<file path="src/rtl/uart_echo_tester_if.sv">
// Run-control and status bundle between a host controller and uart_echo_tester.
// The tester side uses the slave modport.
interface uart_echo_tester_if;
  logic        i_start;
  logic [7:0]  i_seed;
  logic [15:0] i_count;
  logic        o_busy;
  logic        o_done;
  logic        o_pass;
  logic [15:0] o_err_count;
  logic [15:0] o_tx_count;
  logic [15:0] o_rx_count;

  modport slave (
    input  i_start, i_seed, i_count,
    output o_busy, o_done, o_pass, o_err_count, o_tx_count, o_rx_count
  );

  modport master (
    output i_start, i_seed, i_count,
    input  o_busy, o_done, o_pass, o_err_count, o_tx_count, o_rx_count
  );
endinterface

</file>
<file path="src/rtl/uart_echo_tester.sv">
// Far-end UART echo exerciser: sends seed+k byte sequences as 8N1 frames and
// checks each echoed frame, counting mismatches, framing errors and timeouts.
module uart_echo_tester #(
  parameter int TIMER_BITS      = 32,
  parameter int CLOCKS_PER_BAUD = 868,
  parameter int TIMEOUT_BAUDS   = 20
) (
  input  logic              clk,
  input  logic              i_reset_n,
  output logic              o_txd,
  input  logic              i_rxd,
  uart_echo_tester_if.slave ctrl
);

  localparam logic [TIMER_BITS-1:0] BAUD_LAST    = TIMER_BITS'(CLOCKS_PER_BAUD - 1);
  localparam logic [TIMER_BITS-1:0] HALF_LAST    = TIMER_BITS'(CLOCKS_PER_BAUD / 2 - 1);
  localparam logic [TIMER_BITS-1:0] TIMEOUT_LAST = TIMER_BITS'(TIMEOUT_BAUDS * CLOCKS_PER_BAUD - 1);
  localparam logic [TIMER_BITS-1:0] TIMER_ONE    = TIMER_BITS'(1);

  typedef enum logic [2:0] {ST_IDLE, ST_EMPTY, ST_SEND, ST_WAIT, ST_DONE} run_state_e;
  typedef enum logic [1:0] {RX_IDLE, RX_START, RX_DATA, RX_STOP} rx_state_e;

  run_state_e            run_state, run_next;
  rx_state_e             rx_state, rx_next;
  logic [7:0]            seed_q;
  logic [15:0]           count_q, k_q;
  logic [3:0]            tx_bit_q;
  logic [TIMER_BITS-1:0] tx_timer_q, wait_timer_q, rx_timer_q;
  logic                  txd_q;
  logic [1:0]            rx_sync_q;
  logic                  rxd_prev_q;
  logic [2:0]            rx_bit_q;
  logic [7:0]            rx_shift_q;
  logic [15:0]           err_q, tx_cnt_q, rx_cnt_q;
  logic                  pass_hold_q;

  logic       rxd_s;
  logic [7:0] cur_byte;
  logic [9:0] tx_frame;
  logic       start_take, bit_end, frame_end, timeout_hit, last_byte, wait_exit;
  logic       rx_tick, rx_frame, rx_valid, rx_ferr, err_event;

  assign rxd_s       = rx_sync_q[1];
  assign cur_byte    = seed_q + k_q[7:0];
  assign tx_frame    = {1'b1, cur_byte, 1'b0};
  assign start_take  = (run_state == ST_IDLE) && ctrl.i_start;
  assign bit_end     = (tx_timer_q == BAUD_LAST);
  assign frame_end   = (run_state == ST_SEND) && bit_end && (tx_bit_q == 4'd9);
  assign timeout_hit = (run_state == ST_WAIT) && (wait_timer_q == TIMEOUT_LAST);
  assign last_byte   = ((k_q + 16'd1) == count_q);
  assign wait_exit   = (run_state == ST_WAIT) && (rx_frame || timeout_hit);
  // A completed frame takes priority over a coincident timeout; outside WAIT it is unsolicited.
  assign err_event   = rx_frame ? ((run_state != ST_WAIT) || rx_ferr || (rx_shift_q != cur_byte))
                                : timeout_hit;

  always_ff @(posedge clk or negedge i_reset_n) begin
    if (!i_reset_n) begin
      rx_sync_q  <= 2'b11;
      rxd_prev_q <= 1'b1;
    end else begin
      rx_sync_q  <= {rx_sync_q[0], i_rxd};
      rxd_prev_q <= rxd_s;
    end
  end

  always_ff @(posedge clk or negedge i_reset_n) begin
    if (!i_reset_n) rx_state <= RX_IDLE;
    else            rx_state <= rx_next;
  end

  always_comb begin
    rx_next = rx_state;
    case (rx_state)
      RX_IDLE:  if (rxd_prev_q && !rxd_s) rx_next = RX_START;
      RX_START: if (rx_tick) rx_next = rxd_s ? RX_IDLE : RX_DATA;
      RX_DATA:  if (rx_tick && (rx_bit_q == 3'd7)) rx_next = RX_STOP;
      RX_STOP:  if (rx_tick) rx_next = RX_IDLE;
      default:  rx_next = RX_IDLE;
    endcase
  end

  always_comb begin
    rx_tick = 1'b0;
    case (rx_state)
      RX_START:         rx_tick = (rx_timer_q == HALF_LAST);
      RX_DATA, RX_STOP: rx_tick = (rx_timer_q == BAUD_LAST);
      default:          rx_tick = 1'b0;
    endcase
    rx_frame = (rx_state == RX_STOP) && rx_tick;
    rx_valid = rx_frame && rxd_s;
    rx_ferr  = rx_frame && !rxd_s;
  end

  always_ff @(posedge clk or negedge i_reset_n) begin
    if (!i_reset_n) begin
      rx_timer_q <= '0;
      rx_bit_q   <= '0;
      rx_shift_q <= '0;
    end else begin
      if ((rx_state == RX_IDLE) || rx_tick) rx_timer_q <= '0;
      else                                  rx_timer_q <= rx_timer_q + TIMER_ONE;
      if (rx_state == RX_START) begin
        rx_bit_q <= '0;
      end else if ((rx_state == RX_DATA) && rx_tick) begin
        rx_shift_q <= {rxd_s, rx_shift_q[7:1]};
        rx_bit_q   <= rx_bit_q + 3'd1;
      end
    end
  end

  always_ff @(posedge clk or negedge i_reset_n) begin
    if (!i_reset_n) run_state <= ST_IDLE;
    else            run_state <= run_next;
  end

  // A zero-length run still passes through one busy cycle so done lands two cycles after start.
  always_comb begin
    run_next = run_state;
    case (run_state)
      ST_IDLE:  if (ctrl.i_start) run_next = (ctrl.i_count == 16'd0) ? ST_EMPTY : ST_SEND;
      ST_EMPTY: run_next = ST_DONE;
      ST_SEND:  if (frame_end) run_next = ST_WAIT;
      ST_WAIT:  if (wait_exit) run_next = last_byte ? ST_DONE : ST_SEND;
      ST_DONE:  run_next = ST_IDLE;
      default:  run_next = ST_IDLE;
    endcase
  end

  always_comb begin
    o_txd            = txd_q;
    ctrl.o_busy      = (run_state == ST_EMPTY) || (run_state == ST_SEND) || (run_state == ST_WAIT);
    ctrl.o_done      = (run_state == ST_DONE);
    ctrl.o_pass      = ((run_state == ST_DONE) || pass_hold_q) && (err_q == 16'd0);
    ctrl.o_err_count = err_q;
    ctrl.o_tx_count  = tx_cnt_q;
    ctrl.o_rx_count  = rx_cnt_q;
  end

  always_ff @(posedge clk or negedge i_reset_n) begin
    if (!i_reset_n) begin
      seed_q       <= '0;
      count_q      <= '0;
      k_q          <= '0;
      tx_bit_q     <= '0;
      tx_timer_q   <= '0;
      wait_timer_q <= '0;
      txd_q        <= 1'b1;
      pass_hold_q  <= 1'b0;
    end else if (start_take) begin
      seed_q      <= ctrl.i_seed;
      count_q     <= ctrl.i_count;
      k_q         <= '0;
      tx_bit_q    <= '0;
      tx_timer_q  <= '0;
      txd_q       <= (ctrl.i_count == 16'd0);
      pass_hold_q <= 1'b0;
    end else begin
      case (run_state)
        ST_SEND: begin
          if (bit_end) begin
            tx_timer_q <= '0;
            if (tx_bit_q == 4'd9) begin
              tx_bit_q     <= '0;
              txd_q        <= 1'b1;
              wait_timer_q <= '0;
            end else begin
              tx_bit_q <= tx_bit_q + 4'd1;
              txd_q    <= tx_frame[tx_bit_q + 4'd1];
            end
          end else begin
            tx_timer_q <= tx_timer_q + TIMER_ONE;
          end
        end
        ST_WAIT: begin
          wait_timer_q <= wait_timer_q + TIMER_ONE;
          if (wait_exit) begin
            k_q <= k_q + 16'd1;
            if (!last_byte) begin
              tx_timer_q <= '0;
              tx_bit_q   <= '0;
              txd_q      <= 1'b0;
            end
          end
        end
        ST_DONE: pass_hold_q <= 1'b1;
        default: ;
      endcase
    end
  end

  always_ff @(posedge clk or negedge i_reset_n) begin
    if (!i_reset_n) begin
      err_q    <= '0;
      tx_cnt_q <= '0;
      rx_cnt_q <= '0;
    end else if (start_take) begin
      err_q    <= '0;
      tx_cnt_q <= '0;
      rx_cnt_q <= '0;
    end else begin
      if (frame_end && (tx_cnt_q != 16'hFFFF)) tx_cnt_q <= tx_cnt_q + 16'd1;
      if (rx_valid && (rx_cnt_q != 16'hFFFF))  rx_cnt_q <= rx_cnt_q + 16'd1;
      if (err_event && (err_q != 16'hFFFF))    err_q    <= err_q + 16'd1;
    end
  end

endmodule

</file>
<file path="src/flat_wrapper.sv">
// flat-port wrapper written by rule: the top's interface ports become plain ports
module uart_echo_tester_flat 
#(
  parameter int TIMER_BITS      = 32,
  parameter int CLOCKS_PER_BAUD = 868,
  parameter int TIMEOUT_BAUDS   = 20
)
  (clk, i_reset_n, o_txd, i_rxd, ctrl_i_start, ctrl_i_seed, ctrl_i_count, ctrl_o_busy, ctrl_o_done, ctrl_o_pass, ctrl_o_err_count, ctrl_o_tx_count, ctrl_o_rx_count);
  uart_echo_tester_if ctrl_i ();
  input  logic clk;
  input  logic i_reset_n;
  output logic o_txd;
  input  logic i_rxd;
  input wire logic [$bits(ctrl_i.i_start)-1:0] ctrl_i_start;
  input wire logic [$bits(ctrl_i.i_seed)-1:0] ctrl_i_seed;
  input wire logic [$bits(ctrl_i.i_count)-1:0] ctrl_i_count;
  output wire logic [$bits(ctrl_i.o_busy)-1:0] ctrl_o_busy;
  output wire logic [$bits(ctrl_i.o_done)-1:0] ctrl_o_done;
  output wire logic [$bits(ctrl_i.o_pass)-1:0] ctrl_o_pass;
  output wire logic [$bits(ctrl_i.o_err_count)-1:0] ctrl_o_err_count;
  output wire logic [$bits(ctrl_i.o_tx_count)-1:0] ctrl_o_tx_count;
  output wire logic [$bits(ctrl_i.o_rx_count)-1:0] ctrl_o_rx_count;
  assign ctrl_i.i_start = ctrl_i_start;
  assign ctrl_i.i_seed = ctrl_i_seed;
  assign ctrl_i.i_count = ctrl_i_count;
  assign ctrl_o_busy = ctrl_i.o_busy;
  assign ctrl_o_done = ctrl_i.o_done;
  assign ctrl_o_pass = ctrl_i.o_pass;
  assign ctrl_o_err_count = ctrl_i.o_err_count;
  assign ctrl_o_tx_count = ctrl_i.o_tx_count;
  assign ctrl_o_rx_count = ctrl_i.o_rx_count;
  uart_echo_tester #(.TIMER_BITS(TIMER_BITS), .CLOCKS_PER_BAUD(CLOCKS_PER_BAUD), .TIMEOUT_BAUDS(TIMEOUT_BAUDS)) u_core (.clk(clk), .i_reset_n(i_reset_n), .o_txd(o_txd), .i_rxd(i_rxd), .ctrl(ctrl_i));
endmodule
</file>
<file path="config.mk">
export PLATFORM = sky130hd
export DESIGN_NAME = uart_echo_tester_flat
export DESIGN_NICKNAME = d
export VERILOG_FILES = /design/src/rtl/uart_echo_tester_if.sv /design/src/rtl/uart_echo_tester.sv /design/src/flat_wrapper.sv
export SDC_FILE = /design/constraint.sdc
export NUM_CORES = 1
export LEC_CHECK = 0
export CELL_PAD_IN_SITES_DETAIL_PLACEMENT = 1
export CELL_PAD_IN_SITES_GLOBAL_PLACEMENT = 1
export CORE_ASPECT_RATIO = 0.6
export CORE_UTILIZATION = 40
export CTS_CLUSTER_SIZE = 16
export DETAILED_ROUTE_END_ITERATION = 16
export GPL_TIMING_DRIVEN = 0
export PLACE_DENSITY = 0.77
export SLEW_MARGIN = 25
export SYNTH_ARGS = -nofsm -noshare
export SYNTH_HDL_FRONTEND = slang
export SYNTH_SLANG_ARGS = --single-unit
export TNS_END_PERCENT = 50
</file>
<file path="constraint.sdc">
create_clock -name clk -period 3 [get_ports clk]
set_input_delay 0.75 -clock clk [delete_from_list [all_inputs] [get_ports clk]]
set_output_delay 0.75 -clock clk [all_outputs]
set_load 0.005 [all_outputs]
</file>
Yosys cells after proc, flatten, opt, wreduce, memory -nomap -nowiden. Index checks and enable logic that the tools add are counted.

RAM bits: 0. Input port bits: 28. Memories: 0. Register bits: 209. Memory bits (read-only): 0. Bits in latches: 0.

Divide/modulo/power cells: 0. Multiplexer cells: 50. Equal/unequal tests: 31. $add $sub $neg: 10. Shifts and indexed selects: 0. Bitwise logic cells: 2. Order comparisons: 1. $mul: 0. Reduce and logical (&&, ||, !) cells: 44.

Operators with widths (number): 32-bit two-way mux (7); 16-bit two-way mux (9); 32-bit case mux with 2 select lines (2); 32-bit by 1-bit adder with 32-bit output, second input constant (3); 16-bit by 1-bit adder with 16-bit output, second input constant (4); 32-bit by 10-bit == test with 1-bit output, second input constant (2); 16-bit inequality test, second input constant (3); 32-bit by 15-bit == test with 1-bit output, second input constant (1); 32-bit by 9-bit == test with 1-bit output, second input constant (1); 16-bit logical NOT (2); 4-bit two-way mux (5); 3-bit two-way mux (6); 16-bit == test (1); 2-bit nonzero test (8); 1-bit logical AND (15); 2-bit by 1-bit inequality test with 1-bit output, second input constant (7); 2-bit two-way mux (6); 3-bit case mux with 4 select lines (1); 4-bit AND reduction (3); 1-bit two-way mux (9); 8-bit adder (1); 8-bit inequality test (1); 2-bit case mux with 4 select lines (1); 4-bit case mux with 2 select lines (1); 23 further kinds (39).

Longest topological paths before layout.
Depth in word-level cells: 11. Mapped depth: 12.

Least setup slack after synthesis. OpenSTA, ideal clock, no wires.

Kind: flip-flop to flip-flop. From: reg u_core.k_q[1]. To: reg u_core.txd_q, in the netlist u_core.o_txd. Library setup time: 0.082 ns. Buffers on the path: 1. Data arrival time: 2.902 ns. Stages on the path, launching flop included: 11. Period minus slack after synthesis: 2.985 ns. Setup slack: 0.015 ns. Cell sequence: dfrtp_1 ha_1 and4_1 buf_4 o211ai_4 a2111oi_4 o2111ai_1 or4_4 nor4_4 nor3_2 mux2_4.

Longest elaborated chain between the ends: 7. Elaborated cells on any way between the ends: 11. Those cells by class: add/sub: 2; eq/ne: 2; mux: 6; reduce/logical: 1.

Ends and longest elaborated chain: start, declared (line uart_echo_tester.sv:26) `logic [15:0] count_q, k_q;`; start signal, assigned (line uart_echo_tester.sv:177) `k_q <= k_q + 16'd1;`; 8-bit adder (line uart_echo_tester.sv:44) `assign cur_byte = seed_q + k_q[7:0];`; 1-bit binary-select mux with 4-bit select (line uart_echo_tester.sv:168) `txd_q <= tx_frame[tx_bit_q + 4'd1];`; 1-bit two-way mux (implied by the code) (line uart_echo_tester.sv:168); 1-bit two-way mux (line uart_echo_tester.sv:162) `if (tx_bit_q == 4'd9) begin`; 1-bit two-way mux (line uart_echo_tester.sv:160) `if (bit_end) begin`; 1-bit case mux with 2 select lines (line uart_echo_tester.sv:158) `case (run_state)`; 1-bit two-way mux (line uart_echo_tester.sv:149) `end else if (start_take) begin`; end signal, assigned (line uart_echo_tester.sv:155) `txd_q <= (ctrl.i_count == 16'd0);`; end signal, assigned (line uart_echo_tester.sv:168); end, declared (line uart_echo_tester.sv:29) `logic txd_q;`.

Several ways; a longest one is shown, not always the timed one. The select of a mux whose other input is x is not followed. A chain may end at the register's enable or synchronous reset.

Worst setup path in the final report.
From: reg u_core.k_q[1]. To: reg u_core.tx_bit_q[2].

Longest elaborated chain between the ends: 4.

Ends and longest elaborated chain: 16-bit by 1-bit adder with 16-bit output (line uart_echo_tester.sv:50) `assign last_byte = ((k_q + 16'd1) == count_q);`; 16-bit == test (line uart_echo_tester.sv:50); 3-bit by 2-bit inequality test with 1-bit output (no line); 4-bit AND reduction (no line); end signal, assigned (line uart_echo_tester.sv:167) `tx_bit_q <= tx_bit_q + 4'd1;`; end, declared (line uart_echo_tester.sv:27) `logic [3:0] tx_bit_q;`.

No other way between the ends.

==> impl_metrics.yaml <==
run_status:
  status: "finished with violations"
  violations: "negative setup slack"
floorplan:
  die_y_um: 136.4
  rows: 48
  initial_utilization_pct: 41.31
  fp.coreArea_sq_mm: 0.02913
  fp.dieW_um: 225.9
  die-area_sq_mm: 0.03081
  ios: 80
grt:
  grt_pass1_wl_um: 60190
  grt_usage_pct: 24.58
  antenna_found_initial: 0
  overflow: 0
  grt_max_degree: 68
  grt_pass1_vias: 10940
worst_setup_path:
  path_buf_inv: 5
  end_kind: "flop"
  slowest_stage: "or4_4"
  crit_top_cell: "buf_6"
  cp.arrival_ns: 3.51
  required_ns: 3.45
  cp_top_family: "simple AND/OR/NAND/NOR gates"
  path_cells: "buf_6, ha_4, and4_1, buf_6, o211ai_4, a2111oi_4, o2111ai_1, or4_4, nor4_4, buf_4, nor2_4, buf_12, clkbuf_16, a31oi_4"
  max_stage_delay_ns: 0.61
  worstSetupPathType: "reg2reg"
  start_kind: "flop"
  cp_max_fo: 6
  r2r_slack_ns: -0.07
cells_and_area:
  multi_input_area_sq_mm: 0.006809
  diodes: 0
  nets: 1493
  fillers: 3311
  area_growth_syn_to_layout_pct: 23.72
  drive_gt1_share_pct: 14.17
  final_area_sq_mm: 0.01489
  final_cell_mix: "dfrtp_1 (199), nand2_1 (188), nor2_1 (145)"
  layout_commonest_cell: "dfrtp_1"
  ff_latch_area_sq_mm: 0.005243
detailed_routing:
  drc: 0
  dr.pass1.iters: 4
  routedWlPerCell_um: 20.35
  drt-total-wl_um: 37870
  drtAntennaViolNets: 0
  via_per_inst: 5.745
  vias: 10690
  first_iter_violations: 713
logic_synthesis:
  syn_inst: 1306
  syn-mean-instance-area_sq_um: 9.214
  synthArstFlopShare_pct: 100.0
  synth.distinct_cells: 79
  syn_nets: 1354
  synth.area.top_cells: "dfrtp_1 (43%), nand2_1 (5.9%), xnor2_1 (4.7%)"
  ys_seq_elements: 209
  synth_top_area_share_pct: 42.63
  yosysWarnings: 0
  synth_edf_count: 0
  synth-main-ff-cell: "dfrtp_1"
  yosysSeqAreaShare_pct: 43.50
  synthesis.area_sq_mm: 0.01203
  synth_top_cell_by_area: "dfrtp_1"
hold_path:
  hold_class: "in2async"
place:
  gp_congestion: 0.8866
  dp_slack_ns: -0.9216
  place_area_sq_mm: 0.01341
  hpwl_um: 26100
  port-buffer-count: 79
timing:
  hold_violations: 0
  slew_violations: 0
  fmaxAchievable_ghz: 0.3258
  skew_ns: 0.03702
  finalCriticalPeriod_ns: 3.069
  fin_crit_sh_pct: 102.3
  grt_setup_unrepaired: "yes"
  worst_pin_slew_ns: 0.7921
  slew_headroom_pct: 46.78
  setup_viol: 32
  worst_hold_slack_ns: 0.05507
  worst_slack_ns: -0.06916
power:
  pwr-share-seq_pct: 36.6
  swShare_pct: 41.57
  peakVddDrop_uv: 534.7
  pwr-share-comb_pct: 43.5
  p_sw_mw: 5.623
  p_int_mw: 7.905
  leakagePower_nw: 6.122
  power-per-cell-area_mw_per_mm2: 908.6
  p_clk_share_pct: 19.9
clocking:
  ctsHoldBuffers: 0
  cts_buffer_depth: 3
  clkTransAtPathRegs_ns: 0.06
  clock_latency_ns: 0.55
  htreeDepth: 1
  ctsRootBufferMaster: "clkbuf_16"
  cts_buffers: 22
  cts_tree: "yes"
  cts.sinks: 209
job:
  drv_cap: 0
==> cell usage after synthesis (5+ instances only) <==
cell	number
and3_1	33
nand2_1	189
and2_1	10
nor4_1	36
nand3_1	67
xor2_1	52
buf_2	6
o21ai_0	64
a21oi_1	54
mux2_2	7
clkbuf_1	45
dfrtp_1	205
a41oi_1	6
or3_1	21
nor3_1	36
a31oi_1	8
xnor2_1	65
nand4_1	36
nor2_1	151
o31ai_1	11
and4_1	13
a22o_1	5
ha_1	19
a31oi_4	26
inv_1	27
o21a_1	5
==> flip-flops by register name (all words and copies together) (netlist names), 4 cells and up, named ones only <==
signal,cells
u_core.rx_timer_q,32
u_core.seed_q,8
u_core.tx_timer_q,32
u_core.ctrl.o_tx_count,16
u_core.rx_shift_q,8
u_core.wait_timer_q,32
u_core.k_q,16
u_core.ctrl.o_rx_count,16
u_core.tx_bit_q,4
u_core.ctrl.o_err_count,16
u_core.count_q,16
==> worst paths after layout <==
kind,to,from,depth (start not counted)
setup / recovery,u_core.tx_bit_q[2]$_DFFE_PN0P_,u_core.k_q[1]$_DFFE_PN0P_,14
min in group clk,u_core.rx_sync_q[1]$_DFF_PN1_,u_core.rx_sync_q[0]$_DFF_PN1_,0
setup reg to reg,u_core.tx_bit_q[2]$_DFFE_PN0P_,u_core.k_q[1]$_DFFE_PN0P_,14
hold / removal,u_core.tx_timer_q[16]$_DFFE_PN0P_,i_reset_n,1
hold reg to reg,u_core.rx_sync_q[1]$_DFF_PN1_,u_core.rx_sync_q[0]$_DFF_PN1_,0
max in group asynchronous,u_core.k_q[1]$_DFFE_PN0P_,i_reset_n,4
==> metrics by stage <==
step	setup TNS [ns]	utilization (%)	total power [mW]	cells
global placement	-1732.17	45.75	9.776	1785
detailed placement	-46.37	46.05	10.05	1788
global route	-6.495	51.11	14.29	1861
floorplan	0	-	8.078	1306
finish	-1.468	51.11	13.53	1861
CTS	-0.2089	49.71	13.13	1844
==> power by group through the flow <==
stage               sequential [mW]  clock [mW]  combinational [mW]
global route                   5.09        2.85                6.35
CTS                            4.90        2.74                5.50
global placement               4.89           0                4.89
detailed placement             4.92           0                5.13
floorplan                      4.60           0                3.47
finish                         4.95        2.70                5.88
==> per-layer routing <==
metal / share of wire, % / track usage (%) / up-vias
met5: 0 / 0 / -
met4: 1.5 / 5.518 / 0
met3: 4.3 / 5.014 / 42
met2: 44 / 36.36 / 215
met1: 50 / 36.60 / 5489
li1: - / - / 4946
==> cell families after synthesis <==
family                     count (synthesis)  share of synthesized area [%]
xor gates and xnor gates                 118                          8.744
adders and majority gates                 20                          2.142
muxes                                     12                          1.113
AOI/OAI and AO/OA                        231                          15.58
and+or+nand+nor                          630                          25.63
DFF                                      209                          43.50
buffers and inverters                     86                          3.296
==> area by class of cell <==
class	instances	area share (%)
Clock buffer	38	4.437
Multi-Input combinational cell	1011	45.74
Tap cell	400	3.362
Buffer	56	2.328
Timing Repair Buffer	118	8.102
Sequential cell	209	35.21
Inverter	27	0.6807
Clock inverter	2	0.1429
==> what timing repair did <==
item / CTS / global route
gates cloned: 2 / 1
setup buffers: 16 / 19
pin swaps: 16 / 34
resized for setup: 59 / 60
endpoints found under the setup margin: 118 / 113
(Power assumes the default switching activity.)
